**src/rtl/cpu_pkg.sv**
```systemverilog
// Shared core definitions: datapath widths, register indices and memtoReg encodings
// used by the decoder, the MEM/WB register and the writeback stage.
package cpu_pkg;

   localparam int DATA_W = 32;
   localparam int ADDR_W = 5;
   localparam int NREG   = 32;

   localparam logic [4:0] REG_ZERO = 5'd0;
   localparam logic [4:0] REG_RA   = 5'd31;

   typedef enum logic [1:0] {
      MEMTOREG_ALU  = 2'b00,
      MEMTOREG_MEM  = 2'b01,
      MEMTOREG_LINK = 2'b10,
      MEMTOREG_RSVD = 2'b11
   } memtoreg_e;

endpackage

```
**src/rtl/wb_mux.sv**
```systemverilog
// Writeback data select: ALU result, load data or the PC+4 return link.
// The reserved encoding yields zero so a bad decode can never leak stale data.
module wb_mux
   import cpu_pkg::*;
#(
   parameter int DATA_W = cpu_pkg::DATA_W
) (
   input  logic [1:0]        memtoreg_i,
   input  logic [DATA_W-1:0] alu_result_i,
   input  logic [DATA_W-1:0] read_data_i,
   input  logic [DATA_W-1:0] pc_i,
   output logic [DATA_W-1:0] wb_data_o
);

   logic [DATA_W-1:0] link_addr;

   // Link value wraps modulo 2^DATA_W, so the top word of memory links to 0.
   assign link_addr = pc_i + DATA_W'(4);

   always_comb begin
      wb_data_o = '0;
      case (memtoreg_e'(memtoreg_i))
         MEMTOREG_ALU:  wb_data_o = alu_result_i;
         MEMTOREG_MEM:  wb_data_o = read_data_i;
         MEMTOREG_LINK: wb_data_o = link_addr;
         default:       wb_data_o = '0;
      endcase
   end

endmodule

```
**src/rtl/wb_regfile.sv**
```systemverilog
// Writeback stage and general register file: selects writeback data, commits it,
// serves rs/rt reads and counts committed writes. Macro WB_READ_BYPASS_EN enables
// same-cycle write-before-read on the read ports.
module wb_regfile
   import cpu_pkg::*;
#(
   parameter int DATA_W = cpu_pkg::DATA_W,
   parameter int NREG   = cpu_pkg::NREG,
   parameter int ADDR_W = cpu_pkg::ADDR_W,
   parameter int CNT_W  = 32
) (
   input  logic              clk,
   input  logic              rst,
   input  logic [1:0]        memtoReg,
   input  logic              regWrite,
   input  logic              hold,
   input  logic [DATA_W-1:0] ALUResult,
   input  logic [DATA_W-1:0] readData,
   input  logic [DATA_W-1:0] PC,
   input  logic [ADDR_W-1:0] writeReg,
   input  logic [ADDR_W-1:0] rs_addr,
   input  logic [ADDR_W-1:0] rt_addr,
   output logic [DATA_W-1:0] rs_data,
   output logic [DATA_W-1:0] rt_data,
   output logic [DATA_W-1:0] wb_data,
   output logic              wb_commit,
   output logic [CNT_W-1:0]  wr_count
);

   logic [DATA_W-1:0] regs_q [NREG];
   logic [CNT_W-1:0]  wr_count_q;
   logic [CNT_W-1:0]  wr_count_d;
   logic [DATA_W-1:0] rs_stored;
   logic [DATA_W-1:0] rt_stored;

   wb_mux #(
      .DATA_W (DATA_W)
   ) u_wb_mux (
      .memtoreg_i   (memtoReg),
      .alu_result_i (ALUResult),
      .read_data_i  (readData),
      .pc_i         (PC),
      .wb_data_o    (wb_data)
   );

   // Register 0 is hardwired zero, so writes to it are dropped and not counted.
   assign wb_commit = regWrite & ~hold & (writeReg != '0);

   always_comb begin
      wr_count_d = wr_count_q;
      if (wb_commit) begin
         wr_count_d = wr_count_q + CNT_W'(1);
      end
   end

   always_ff @(posedge clk or negedge rst) begin
      if (!rst) begin
         for (int i = 0; i < NREG; i++) begin
            regs_q[i] <= '0;
         end
         wr_count_q <= '0;
      end else begin
         if (wb_commit) begin
            regs_q[writeReg] <= wb_data;
         end
         wr_count_q <= wr_count_d;
      end
   end

   assign wr_count  = wr_count_q;
   assign rs_stored = (rs_addr == '0) ? '0 : regs_q[rs_addr];
   assign rt_stored = (rt_addr == '0) ? '0 : regs_q[rt_addr];

`ifdef WB_READ_BYPASS_EN
   // Bypass is gated by rst so reads stay zero for the whole reset window.
   always_comb begin
      rs_data = rs_stored;
      rt_data = rt_stored;
      if (rst && wb_commit && (rs_addr == writeReg)) begin
         rs_data = wb_data;
      end
      if (rst && wb_commit && (rt_addr == writeReg)) begin
         rt_data = wb_data;
      end
   end
`else
   // Stored contents only; the hazard unit forwards from wb_data for the gap cycle.
   assign rs_data = rs_stored;
   assign rt_data = rt_stored;
`endif

endmodule

```
**config.mk**
```make
export PLATFORM = sky130hd
export DESIGN_NAME = wb_regfile
export DESIGN_NICKNAME = d
export VERILOG_FILES = /design/src/rtl/cpu_pkg.sv /design/src/rtl/wb_mux.sv /design/src/rtl/wb_regfile.sv
export SDC_FILE = /design/constraint.sdc
export NUM_CORES = 2
export LEC_CHECK = 0
export ABC_CLOCK_PERIOD_IN_PS = 4300
export CAP_MARGIN = 20
export CORE_MARGIN = 2
export CORE_UTILIZATION = 50
export CTS_CLUSTER_DIAMETER = 200
export DETAILED_ROUTE_END_ITERATION = 8
export HOLD_SLACK_MARGIN = 0.02
export PLACE_DENSITY = 0.68
export SYNTH_ARGS = -nofsm -noshare
export SYNTH_HDL_FRONTEND = slang
export SYNTH_SLANG_ARGS = --single-unit
```
**constraint.sdc**
```tcl
create_clock -name clk -period 4.3 [get_ports clk]
set_input_delay 0.86 -clock clk [delete_from_list [all_inputs] [get_ports clk]]
set_output_delay 0.86 -clock clk [all_outputs]
set_load 0.1 [all_outputs]
```
# After elaboration in Yosys (flattened, before gate mapping)
# Index checks and enable logic that the tools add are counted.
# totals
register_bits,1056
inputBits,117
elab_cells,64
# classes
magnitude_cmp,4
add_sub_neg,2
n_bitwise,6
eq_ne,2
n_mux,12
n_reduce_logical,5
# op_table
cell,n
bitwise mux 1024 bit,1
binary-select mux 32 bit (select 5 bit),2
two-way mux 32 bit,7
demux 32 bit (select 5 bit),1
one-hot mux 32 bit (3 select lines),1
adder 32 x 1 -> 32 bit (second input constant),1
adder 32 x 3 -> 32 bit (second input constant),1
>= comparator 6 bit (second input constant),3
inverter 5 -> 6 bit,3
logical NOT 5 bit,2
less-than comparator 6 x 1 -> 1 bit (second input constant),1
nonzero test 5 bit,1
bitwise AND 1 bit,2
equality test 2 x 1 -> 1 bit (second input constant),1
equality test 2 bit (second input constant),1
logical NOT 2 bit,1
logical AND 1 bit,1
inverter 1 bit,1

# Logic depth before layout (Yosys ltp)
# logic_depth
depth_word,6
ltp_mapped,10
mapped_depth_nobuf,6

# Hierarchy
# Synthesis repeated with hierarchy kept, for this count alone.
# unflattened
cells_unflattened,3864
area_unflattened_um2,56964.6
# by_module_without_submodules
module,area_each_um2,cells_per_inst,n_inst
wb_regfile,55764.7,3685,1
wb_mux,1199.9,179,1

# Worst setup path after synthesis
# No wires, ideal clock.
# synth_timing
kind,input -> output
start,in rs_addr[1]
end,out rs_data[2]
stages,8
slack_ns,-1.129
arrival_ns,4.569
cell_sequence,clkbuf_1 or3b_2 clkbuf_1 clkbuf_1 clkbuf_1 o221ai_1 a21oi_1 a211oi_1
# synth_between
elab_chain_len,5
word_cells_on_any_way,6
cone_classes,mux: 4; bitwise: 1; reduce/logical: 1
# synth_rtl
item,line_no,rtl
start: declaration,wb_regfile.sv:21,"input logic [ADDR_W-1:0] rs_addr,"
inverter 5 -> 6 bit (not written as such),wb_regfile.sv:71,assign rs_stored = (rs_addr == '0) ? '0 : regs_q[rs_addr];
binary-select mux 32 bit (select 5 bit),wb_regfile.sv:71,
two-way mux 32 bit (not written as such) (2 in a row),wb_regfile.sv:71,
two-way mux 32 bit (*),wb_regfile.sv:71,
end: declaration,wb_regfile.sv:23,"output logic [DATA_W-1:0] rs_data,"
# Every way passes the cells marked *; elsewhere a longest branch is shown, timed or not. The select of a mux whose other input is x is not followed.

# Worst setup path in the final report
# layout_timing
start,in rs_addr[3]
end,out rs_data[27]
# Same word-level chain as after synthesis.

==> reports/qor.yml <==
ys_ff_latch: 1056
path_cells: "clkdlybuf4s50_1 -> or3b_2 -> buf_4 -> o221ai_1 -> a211oi_1 -> a211oi_4 -> buf_12"
yosysSeqAreaShare_pct: 47.45
rsz0062_at_grt: "no"
syn_area_per_cell_um2: 10.68
ctsResizeCount: 0
synth_area_um2: 55690
clkSlewWorstSetupHoldPaths_ps: 60
hold_viol: 0
finalSetupViolations: 1
peakVddDrop_v: 0.0005674
cts_sinks: 1056
postCtsSetupBuffers: 0
final_cell_mix: "dfrtp_1, nor2_1, a21oi_1"
hpwl_um: 128200
grt_overflow_total: 0
period_share_pct: 100.7
fin_tns_setup_ps: -29.60
cts_hold_buf: 0
cts_tree: "yes"
total_power_mw: 31.43
ys_types: 59
hold_ws_ps: 146.8
place_area_um2: 62910
area_growth_pct: 20.15
yosysTopAreaCellShare_pct: 47.45
die_x_um: 337.7
drc_errors: 0
start_kind: "input port"
tightest_slew_ps: 1033
drv_cap: 0
reg2reg_setup_slack_ps: 2350
fin_nets: 5431
die_height_um: 337.7
ys.flop_type: "dfrtp_1"
power_density_nw_per_um2: 469.7
multi_input_area_um2: 27870
yosysWarnings: 0
grt_usage_pct: 34.48
ys_async_sr_fraction_pct: 100.0
critPathArrivalTime_ps: 3470
drive_gt1_share_pct: 22.30
clock_latency_ps: 710
worst-setup-path-type: "in -> out"
cp.required_ps: 3440
antenna_found_initial: 11
wl_um: 194700
layout_commonest_cell: "dfrtp_1"
violations: "negative setup slack"
status: "complete, but fails checks"
critPathMaxFanout: 32
cpPeakStageDelay_ps: 620
rows: 122
htreeDepth: 3
rr_worst_depth: 5
wire_per_inst_um: 28.19
cts_root_buf: "clkbuf_16"
yosysTopAreaCell: "dfrtp_1"
gp_congestion: 0.9254
syn_nets: 5332
clockBufferDepth: 3
slew_viol_final: 0
period_minus_slack_ps: 4330
reg2reg_from: "wr_count[2]"
pre_cts_slack_ps: 69.37
nFillCells: 8878
portBuffers: 245
grt_pass1_wl_um: 288800
worstHoldPathType: "in -> async"
grt_max_degree: 143
p_leak_nw: 28.36
boundaryPins: 246
synthCells: 5212
worst_slack_ps: -29.60
synth_edf_count: 0
seqCellArea_um2: 26430
antenna_left: 0
core-area_um2: 110500
r2r_end: "wr_count[21]"
crit_path_top_delay_cell: "clkdlybuf4s50_1"
crit_path_end_kind: "output port"
routed-via-count: 44693
skew_ps: 6.076
slew_headroom_pct: 30.93
grt_pass1_vias: 44321
start_util_pct: 50.39
fmax_ghz: 0.2310
numCtsBuffers: 112
firstDrtPassIters: 6
drt_iter0_markers: 4860
finalInstanceArea_um2: 66910
dieArea_um2: 114100
synthTopCellsByArea: "dfrtp_1, mux4_2, a21oi_1"
vias_per_cell: 6.471
-- kinds of logic after synthesis --
family	count (synthesis)	share of synthesized area (%)
mux	730	23.33
fa+ha+maj	3	0.06741
flops	1056	47.45
xor+xnor	47	0.7392
simple gates	1361	10.05
buf+inv	597	4.193
compound gates	1418	14.17
-- critical path, delay by kind of cell --
kind                   cells  cell delay, ps
buffers and inverters      3            1190
AOI/OAI and AO/OA          3             840
and+or+nand+nor            1             540
-- power breakdown --
group          switching [mW]  internal [mW]
Clock                    4.27           6.15
Sequential               1.31           11.6
Combinational            4.54           3.54
Total                    10.1           21.3
-- Yosys cell counts, drive strengths merged (5+ instances only) --
library cell,number
or2,5
nor4,10
nand2b,10
buf,102
xor2,14
nand4,29
or3,17
nor2,779
nor3,37
mux2i,273
and4,7
inv,33
dfrtp,1056
nor2b,13
o221ai,59
a22oi,29
nand2,393
nand3,30
a22o,32
and2,5
and3,16
a21oi,724
xnor2,33
o21ai,412
mux4,454
o22ai,66
a211oi,59
clkbuf,462
a211o,19
-- sequential cells by signal, summed over array words and instances, names as in the netlist --
name,flops
wr_count,32
regs_q,1024
-- per-stage QoR --
stage / std cells / utilization (%)
2_1_floorplan: 5212 / -
4_1_cts: 6895 / 60.51
3_5_place_dp: 6685 / 56.93
3_3_place_gp: 6685 / 56.93
6_report: 6907 / 60.54
5_1_grt: 6895 / 60.52
-- per-layer routing --
layer	up-vias	share of wire, %	global-route usage [%]
li1	19142	-	-
met1	22355	37	45.10
met2	2644	46	52.55
met3	542	11	9.728
met4	10	5.8	18.13
met5	-	0.035	0
-- worst max-delay path by stage --
stage                       end  cells past startpoint        from
finish              rs_data[27]                      7  rs_addr[3]
global route        rs_data[16]                      8  rs_addr[3]
CTS                 rs_data[27]                      7  rs_addr[3]
detailed placement  rs_data[27]                      7  rs_addr[3]
global placement    rs_data[27]                      7  rs_addr[3]
floorplan            rs_data[2]                      8  rs_addr[1]
-- final cells by class --
cell class | instances | share of cell area [%]
Timing Repair Buffer | 549 | 9.917
Clock inverter | 49 | 1.019
Clock buffer | 161 | 4.899
Tap cell | 1488 | 2.783
Sequential cell | 1056 | 39.49
Multi-Input combinational cell | 3559 | 41.66
Antenna cell | 12 | 0.04488
Inverter | 33 | 0.1851
Note: power is estimated with default switching activity, not from simulation.
